File: src/rtl/dmem_arbiter_if.sv
// Bundle of the CPU data port, the external requester port and the data RAM port.
// The arbiter takes the slave view; the CPU/external block/RAM side takes the master view.
interface dmem_arbiter_if #(
    parameter int ADDR_WIDTH = 15
);
    logic                  cpu_rd_req;
    logic                  cpu_wr_req;
    logic [ADDR_WIDTH-1:0] cpu_addr;
    logic [15:0]           cpu_wdata;
    logic [15:0]           cpu_rdata;
    logic                  cpu_stall;

    logic                  ext_req;
    logic                  ext_we;
    logic [ADDR_WIDTH-1:0] ext_addr;
    logic [15:0]           ext_wdata;
    logic                  ext_gnt;
    logic                  ext_rvalid;
    logic [15:0]           ext_rdata;

    logic [ADDR_WIDTH-1:0] ram_addr;
    logic                  ram_we;
    logic [15:0]           ram_wdata;
    logic [15:0]           ram_rdata;

    modport slave (
        input  cpu_rd_req, cpu_wr_req, cpu_addr, cpu_wdata,
        output cpu_rdata, cpu_stall,
        input  ext_req, ext_we, ext_addr, ext_wdata,
        output ext_gnt, ext_rvalid, ext_rdata,
        output ram_addr, ram_we, ram_wdata,
        input  ram_rdata
    );

    modport master (
        output cpu_rd_req, cpu_wr_req, cpu_addr, cpu_wdata,
        input  cpu_rdata, cpu_stall,
        output ext_req, ext_we, ext_addr, ext_wdata,
        input  ext_gnt, ext_rvalid, ext_rdata,
        input  ram_addr, ram_we, ram_wdata,
        output ram_rdata
    );
endinterface

File: src/rtl/dmem_arbiter.sv
// Single-port data-RAM arbiter/sequencer for the Hack CPU data port and one external requester.
// Define DMEM_ARB_FAIRNESS_EN to bound consecutive external grants while the CPU waits.
module dmem_arbiter #(
    parameter int ADDR_WIDTH    = 15,
    parameter int EXT_MAX_BURST = 8
) (
    input  logic          clk,
    input  logic          resetN,
    dmem_arbiter_if.slave bus
);
    // state  | meaning
    // IDLE   | arbitrate: external access, CPU write, or CPU read address phase
    // CPU_RD | CPU read data phase; optional write-back of the modified value
    typedef enum logic {
        IDLE   = 1'b0,
        CPU_RD = 1'b1
    } state_t;

    state_t                state, state_nxt;
    logic                  cpu_req;
    logic                  ext_allowed;
    logic                  ext_win;
    logic                  ext_rvalid_q;
    logic [ADDR_WIDTH-1:0] ram_addr_d;
    logic                  ram_we_d;
    logic [15:0]           ram_wdata_d;
    logic                  stall_d;
    logic                  gnt_d;

    if (EXT_MAX_BURST < 1 || EXT_MAX_BURST > 255) begin : g_bad_burst
        $error("EXT_MAX_BURST must be in 1..255");
    end

    assign cpu_req = bus.cpu_rd_req | bus.cpu_wr_req;
    assign ext_win = (state == IDLE) && bus.ext_req && ext_allowed;

`ifdef DMEM_ARB_FAIRNESS_EN
    logic [7:0] starve_cnt;

    // Counts external grants taken while the CPU was waiting; cleared when the CPU wins.
    always_ff @(posedge clk) begin
        if (!resetN) begin
            starve_cnt <= '0;
        end else if (ext_win && cpu_req) begin
            if (starve_cnt != 8'hFF) begin
                starve_cnt <= starve_cnt + 8'd1;
            end
        end else if (state == IDLE && cpu_req) begin
            starve_cnt <= '0;
        end
    end

    assign ext_allowed = starve_cnt < 8'(EXT_MAX_BURST);
`else
    assign ext_allowed = 1'b1;
`endif

    always_ff @(posedge clk) begin
        if (!resetN) begin
            state        <= IDLE;
            ext_rvalid_q <= 1'b0;
        end else begin
            state        <= state_nxt;
            ext_rvalid_q <= gnt_d & ~bus.ext_we;
        end
    end

    always_comb begin
        state_nxt   = state;
        ram_addr_d  = bus.cpu_addr;
        ram_we_d    = 1'b0;
        ram_wdata_d = bus.cpu_wdata;
        stall_d     = 1'b0;
        gnt_d       = 1'b0;
        case (state)
            IDLE: begin
                if (ext_win) begin
                    ram_addr_d  = bus.ext_addr;
                    ram_we_d    = bus.ext_we;
                    ram_wdata_d = bus.ext_wdata;
                    gnt_d       = 1'b1;
                    stall_d     = cpu_req;
                end else if (bus.cpu_rd_req) begin
                    stall_d   = 1'b1;
                    state_nxt = CPU_RD;
                end else if (bus.cpu_wr_req) begin
                    ram_we_d = 1'b1;
                end
            end
            CPU_RD: begin
                // Store in the data phase covers read-modify-write such as M=M+1.
                ram_we_d  = bus.cpu_wr_req;
                state_nxt = IDLE;
            end
            default: state_nxt = IDLE;
        endcase
        if (!resetN) begin
            ram_we_d  = 1'b0;
            stall_d   = 1'b0;
            gnt_d     = 1'b0;
            state_nxt = IDLE;
        end
    end

    assign bus.ram_addr   = ram_addr_d;
    assign bus.ram_we     = ram_we_d;
    assign bus.ram_wdata  = ram_wdata_d;
    assign bus.cpu_stall  = stall_d;
    assign bus.cpu_rdata  = bus.ram_rdata;
    assign bus.ext_gnt    = gnt_d;
    assign bus.ext_rvalid = ext_rvalid_q;
    assign bus.ext_rdata  = bus.ram_rdata;
endmodule

File: src/flat_wrapper.sv
// flat-port wrapper written by rule: the top's interface ports become plain ports
module dmem_arbiter_flat 
#(
    parameter int ADDR_WIDTH    = 15,
    parameter int EXT_MAX_BURST = 8
)
  (clk, resetN, bus_cpu_rd_req, bus_cpu_wr_req, bus_cpu_addr, bus_cpu_wdata, bus_cpu_rdata, bus_cpu_stall, bus_ext_req, bus_ext_we, bus_ext_addr, bus_ext_wdata, bus_ext_gnt, bus_ext_rvalid, bus_ext_rdata, bus_ram_addr, bus_ram_we, bus_ram_wdata, bus_ram_rdata);
  dmem_arbiter_if #(.ADDR_WIDTH(ADDR_WIDTH)) bus_i ();
  input  logic clk;
  input  logic resetN;
  input wire logic [$bits(bus_i.cpu_rd_req)-1:0] bus_cpu_rd_req;
  input wire logic [$bits(bus_i.cpu_wr_req)-1:0] bus_cpu_wr_req;
  input wire logic [$bits(bus_i.cpu_addr)-1:0] bus_cpu_addr;
  input wire logic [$bits(bus_i.cpu_wdata)-1:0] bus_cpu_wdata;
  output wire logic [$bits(bus_i.cpu_rdata)-1:0] bus_cpu_rdata;
  output wire logic [$bits(bus_i.cpu_stall)-1:0] bus_cpu_stall;
  input wire logic [$bits(bus_i.ext_req)-1:0] bus_ext_req;
  input wire logic [$bits(bus_i.ext_we)-1:0] bus_ext_we;
  input wire logic [$bits(bus_i.ext_addr)-1:0] bus_ext_addr;
  input wire logic [$bits(bus_i.ext_wdata)-1:0] bus_ext_wdata;
  output wire logic [$bits(bus_i.ext_gnt)-1:0] bus_ext_gnt;
  output wire logic [$bits(bus_i.ext_rvalid)-1:0] bus_ext_rvalid;
  output wire logic [$bits(bus_i.ext_rdata)-1:0] bus_ext_rdata;
  output wire logic [$bits(bus_i.ram_addr)-1:0] bus_ram_addr;
  output wire logic [$bits(bus_i.ram_we)-1:0] bus_ram_we;
  output wire logic [$bits(bus_i.ram_wdata)-1:0] bus_ram_wdata;
  input wire logic [$bits(bus_i.ram_rdata)-1:0] bus_ram_rdata;
  assign bus_i.cpu_rd_req = bus_cpu_rd_req;
  assign bus_i.cpu_wr_req = bus_cpu_wr_req;
  assign bus_i.cpu_addr = bus_cpu_addr;
  assign bus_i.cpu_wdata = bus_cpu_wdata;
  assign bus_cpu_rdata = bus_i.cpu_rdata;
  assign bus_cpu_stall = bus_i.cpu_stall;
  assign bus_i.ext_req = bus_ext_req;
  assign bus_i.ext_we = bus_ext_we;
  assign bus_i.ext_addr = bus_ext_addr;
  assign bus_i.ext_wdata = bus_ext_wdata;
  assign bus_ext_gnt = bus_i.ext_gnt;
  assign bus_ext_rvalid = bus_i.ext_rvalid;
  assign bus_ext_rdata = bus_i.ext_rdata;
  assign bus_ram_addr = bus_i.ram_addr;
  assign bus_ram_we = bus_i.ram_we;
  assign bus_ram_wdata = bus_i.ram_wdata;
  assign bus_i.ram_rdata = bus_ram_rdata;
  dmem_arbiter #(.ADDR_WIDTH(ADDR_WIDTH), .EXT_MAX_BURST(EXT_MAX_BURST)) u_core (.clk(clk), .resetN(resetN), .bus(bus_i));
endmodule
File: config.mk
export PLATFORM = sky130hd
export DESIGN_NAME = dmem_arbiter_flat
export DESIGN_NICKNAME = d
export VERILOG_FILES = /design/src/rtl/dmem_arbiter_if.sv /design/src/rtl/dmem_arbiter.sv /design/src/flat_wrapper.sv
export SDC_FILE = /design/constraint.sdc
export NUM_CORES = 1
export LEC_CHECK = 0
export ABC_AREA = 0
export ABC_CLOCK_PERIOD_IN_PS = 1300
export BUFFER_PORTS_ARGS = -buffer_cell sky130_fd_sc_hd__buf_2
export CAP_MARGIN = 20
export CORE_UTILIZATION = 24
export CTS_BUF_LIST = sky130_fd_sc_hd__clkbuf_16
export DETAILED_ROUTE_END_ITERATION = 8
export PLACE_DENSITY = 0.84
export SLEW_MARGIN = 20
export SYNTH_ARGS = -nofsm -noshare
export SYNTH_HDL_FRONTEND = slang
export SYNTH_SLANG_ARGS = --single-unit
File: constraint.sdc
create_clock -name clk -period 1.3 [get_ports clk]
set_clock_uncertainty 0.2 [all_clocks]
set_input_delay 0.26 -clock clk [delete_from_list [all_inputs] [get_ports clk]]
set_output_delay 0.26 -clock clk [all_outputs]
set_load 0.02 [all_outputs]
Word level (Yosys, flattened, before mapping) --
Cells that the tools add are included.
Cells by class: bitwise operators 4, multiplexer cells 18, reductions and logical operators 1
Operator list (number):
- 16-bit 2-to-1 mux | 2
- 15-bit 2-to-1 mux | 2
- 1-bit 2-to-1 mux | 12
- 1-bit case mux with 2 select lines | 2
- 1-bit NOT | 2
- 1-bit bitwise AND | 1
- 1-bit logical AND | 1
- 1-bit bitwise OR | 1
Word-level totals: output and inout bits 67, bits in registers 2, logic and storage cells 25

Depth between registers and ports, before layout --
depth in word-level cells 6, mapped depth 4, gate-level depth less buffers 2

Worst setup path before layout --
OpenSTA, ideal clock, no wires.
kind register to output, from register u_core.state, to output port bus_ram_we, path buffers 2, setup slack -0.231 ns, cell stages (with the launch flop) 5, arrival 1.071 ns, cells stage by stage dfxtp_1 nand2b_1 buf_6 buf_8 o22ai_1
On the way: cells in the longest elaborated chain, start to end 5
Ends and longest elaborated chain:
- from (decl) | RTL line dmem_arbiter.sv:19 | state_t state, state_nxt;
- from (signal assigned) | RTL line dmem_arbiter.sv:63 | state <= state_nxt;
- 1-bit NOT | RTL line dmem_arbiter.sv:35, dmem_arbiter.sv:75
- 1-bit logical AND | RTL line dmem_arbiter.sv:35 | assign ext_win = (state == IDLE) && bus.ext_req && ext_allowed;
- 1-bit 2-to-1 mux | RTL line dmem_arbiter.sv:77 | if (ext_win) begin
- 1-bit case mux with 2 select lines (*) | RTL line dmem_arbiter.sv:75 | case (state)
- 1-bit 2-to-1 mux (*) | RTL line dmem_arbiter.sv:97 | if (!resetN) begin
- to (decl) | RTL line flat_wrapper.sv:25 | output wire logic [$bits(bus_i.ram_we)-1:0] bus_ram_we;
Mark *: on every way between the ends. The rest lies on a longest branch, timed or not.

Worst setup path after layout --
from register u_core.state, to output port bus_ram_wdata[15]
On the way: cells in the longest elaborated chain, start to end 4
Ends and longest elaborated chain:
- 1-bit NOT | RTL line dmem_arbiter.sv:35
- 1-bit logical AND | RTL line dmem_arbiter.sv:35
- 16-bit 2-to-1 mux | RTL line dmem_arbiter.sv:77
- 16-bit 2-to-1 mux (*) | RTL line dmem_arbiter.sv:75
- to (decl) | RTL line flat_wrapper.sv:26 | output wire logic [$bits(bus_i.ram_wdata)-1:0] bus_ram_wdata;
Marks and branches as above.

==> results.json <==
{
  "outcome": "finished with violations",
  "failed_checks": "setup timing",
  "die_h_microns": 61.80,
  "endpoint_kind": "output pin",
  "drt-total-wl_mm": 3.130,
  "drv_cap": 0,
  "path_cells": "nand2b_4, buf_12, mux2_2, buf_2",
  "critical_path_required_ns": 0.84,
  "hold_path_class": "primary input to flop",
  "routed_via_density": 4.265,
  "power_frac_seq_pct": 5.3,
  "p_sw_mw": 0.3678,
  "cts_made_buffers": 3,
  "setup_ws_ns": -0.5154,
  "finish.utilization_pct": 46.47,
  "via_count": 870,
  "ir_drop_mv": 0.7522,
  "tns_ns": -16.60,
  "cts_sinks": 2,
  "stdcell_count": 204,
  "p_comb_share_pct": 56.8,
  "worstPathMaxFanout": 6,
  "grt_usage_pct": 13.31,
  "first_global_vias": 816,
  "dpl_cell_area_sq_um": 1206,
  "layout_commonest_cell": "buf_2",
  "hold_violations": 0,
  "total_power_mw": 1.231,
  "dr.pass1.iters": 2,
  "hpwl_mm": 2.346,
  "worstSkewPairLatency_ns": 0.22,
  "drtIter0Drc": 10,
  "max_slew_margin_pct": 85.53,
  "die_w_microns": 61.80,
  "p_int_mw": 0.8635,
  "critPathKind": "flop to output pin",
  "place_ws_ns": -0.3430,
  "syn_area_per_cell_sq_um": 10.73,
  "start_util_pct": 25.32,
  "fp.coreArea_sq_um": 3390,
  "rsz0062_at_grt": "true",
  "grt_pass1_wl_mm": 3.567,
  "ys_seq_area_share_pct": 4.665,
  "worst_path_max_delay_cell": "dfxtp_2",
  "setup_violations": 34,
  "clk_path_buf_depth": 2,
  "synth_seq_cells": 2,
  "drtAntennaViolNets": 0,
  "hold_buffers": 0,
  "synth_fp_nets": 164,
  "io_pins": 151,
  "io_buffers": 102,
  "place_congestion": 0.6913,
  "synth.distinct_cells": 16,
  "final_area_sq_um": 1575,
  "clkTransAtPathRegs_ns": 0.03,
  "whs_ns": 0.01446,
  "syn_area_sq_um": 858.3,
  "finalMaxSlewViolations": 0,
  "drc_errors": 0,
  "grt_max_degree": 13,
  "overflow": 0,
  "worstMarginPinSlew_ns": 0.2141,
  "powerDensity_nw_per_um2": 781.7,
  "fin_nets": 244,
  "dieArea_sq_um": 3819,
  "fmax_ghz": 0.5508,
  "cp.arrival_ns": 1.36,
  "num_antenna_cells": 0,
  "p_sw_share_pct": 29.87,
  "grt_antenna_before_repair": 0,
  "cts_tree": "built",
  "final_cell_mix": "buf_2 (69), buf_6 (34), mux2_4 (30)",
  "synthToLayoutAreaGrowth_pct": 83.53,
  "drive_gt1_share_pct": 95.57,
  "post_drt_wl_per_cell_microns": 15.34,
  "htree_levels": 1,
  "postSynthCellCount": 80,
  "rows": 21,
  "clockPowerShare_pct": 37.8,
  "p_leak_nw": 0.8784,
  "clockRootBuffer": "clkbuf_16",
  "critPathMaxStageDelay_ns": 0.32,
  "yosys_warnings": 0,
  "dp_cells": 196,
  "period_needed_ns": 1.815,
  "fin_crit_sh_pct": 139.6,
  "critPathLaunchType": "flop"
}
-- cells in the mapped netlist --
| cell type | number | area share (%) |
|---|---|---|
| dfxtp_1 | 2 | 4.7 |
| nand2b_1 | 1 | 0.73 |
| buf_8 | 1 | 1.7 |
| buf_6 | 1 | 1.3 |
| nor3_1 | 2 | 1.2 |
| mux2_4 | 27 | 47 |
| a21oi_1 | 1 | 0.58 |
| mux2_2 | 4 | 5.2 |
| nor2_1 | 1 | 0.44 |
| nand2_1 | 2 | 0.87 |
| inv_1 | 1 | 0.44 |
| buf_12 | 2 | 4.7 |
| o22ai_1 | 1 | 0.73 |
| nor4b_1 | 1 | 1.0 |
| o21ba_2 | 1 | 1.2 |
| buf_4 | 32 | 28 |
-- logic make-up (layout without fill, tap and decap cells) --
group,Yosys count,in the layout,synth area share (%)
AO/OA/AOI/OAI,3,3,2.478
AND/OR/NAND/NOR,7,7,4.228
buffers and inverters,37,115,36.15
flip-flops,2,2,4.665
multiplexers,31,31,52.48
-- what timing repair did --
| item | CTS | global route |
|---|---|---|
| cloned | 0 | 1 |
| setup endpoints to repair | 34 | 34 |
| hold endpoints to repair | 0 | 0 |
| buffers inserted | 2 | 2 |
| pin swaps | 1 | 0 |
| gates resized for setup | 36 | 37 |
-- sequential cells by signal, indices dropped and copies added (netlist names) --
| name | count |
|---|---|
| u_core.bus.ext_rvalid | 1 |
| u_core.state | 1 |
-- power groups by stage --
stage	combinational (mW)	clock, mW	sequential [mW]
after floorplan	0.481	0	0.0682
after global placement	0.541	0	0.0663
after detailed placement	0.542	0	0.0662
after CTS	0.617	0.475	0.0656
after global routing	0.737	0.484	0.0658
final	0.700	0.466	0.0657
-- critical path, delay by kind of cell (launching register included) --
family,cells,cell delay (ns)
mux,1,0.32
buf+inv,2,0.30
flops,1,0.32
simple gates,1,0.20
-- final timing paths --
check,startpoint,end,slack [ns],cells past startpoint
setup / recovery,u_core.state,bus_ram_wdata[15],-0.52,4
hold / removal,bus_ext_we,u_core.bus.ext_rvalid,0.01,2
setup reg to reg,u_core.state,u_core.state,0.09,4
hold reg to reg,u_core.state,u_core.state,0.48,4
-- cell type report --
cell class	instances	area [sq um]
Sequential cell	2	41.29
Tap cell	46	57.56
Multi-Input combinational cell	41	554.3
Timing Repair Buffer	111	843.3
Clock buffer	3	75.07
Fill cell	308	1814
Inverter	1	3.754
-- layer usage --
metal	part of all wire (%)	GRT usage (%)	routed length [microns]
met5	0	0	0
met4	1.6	5.714	51
met3	13	5.176	418
met2	52	26.42	1624
met1	33	11.73	1036
Note: power is estimated with default switching activity, not from simulation.
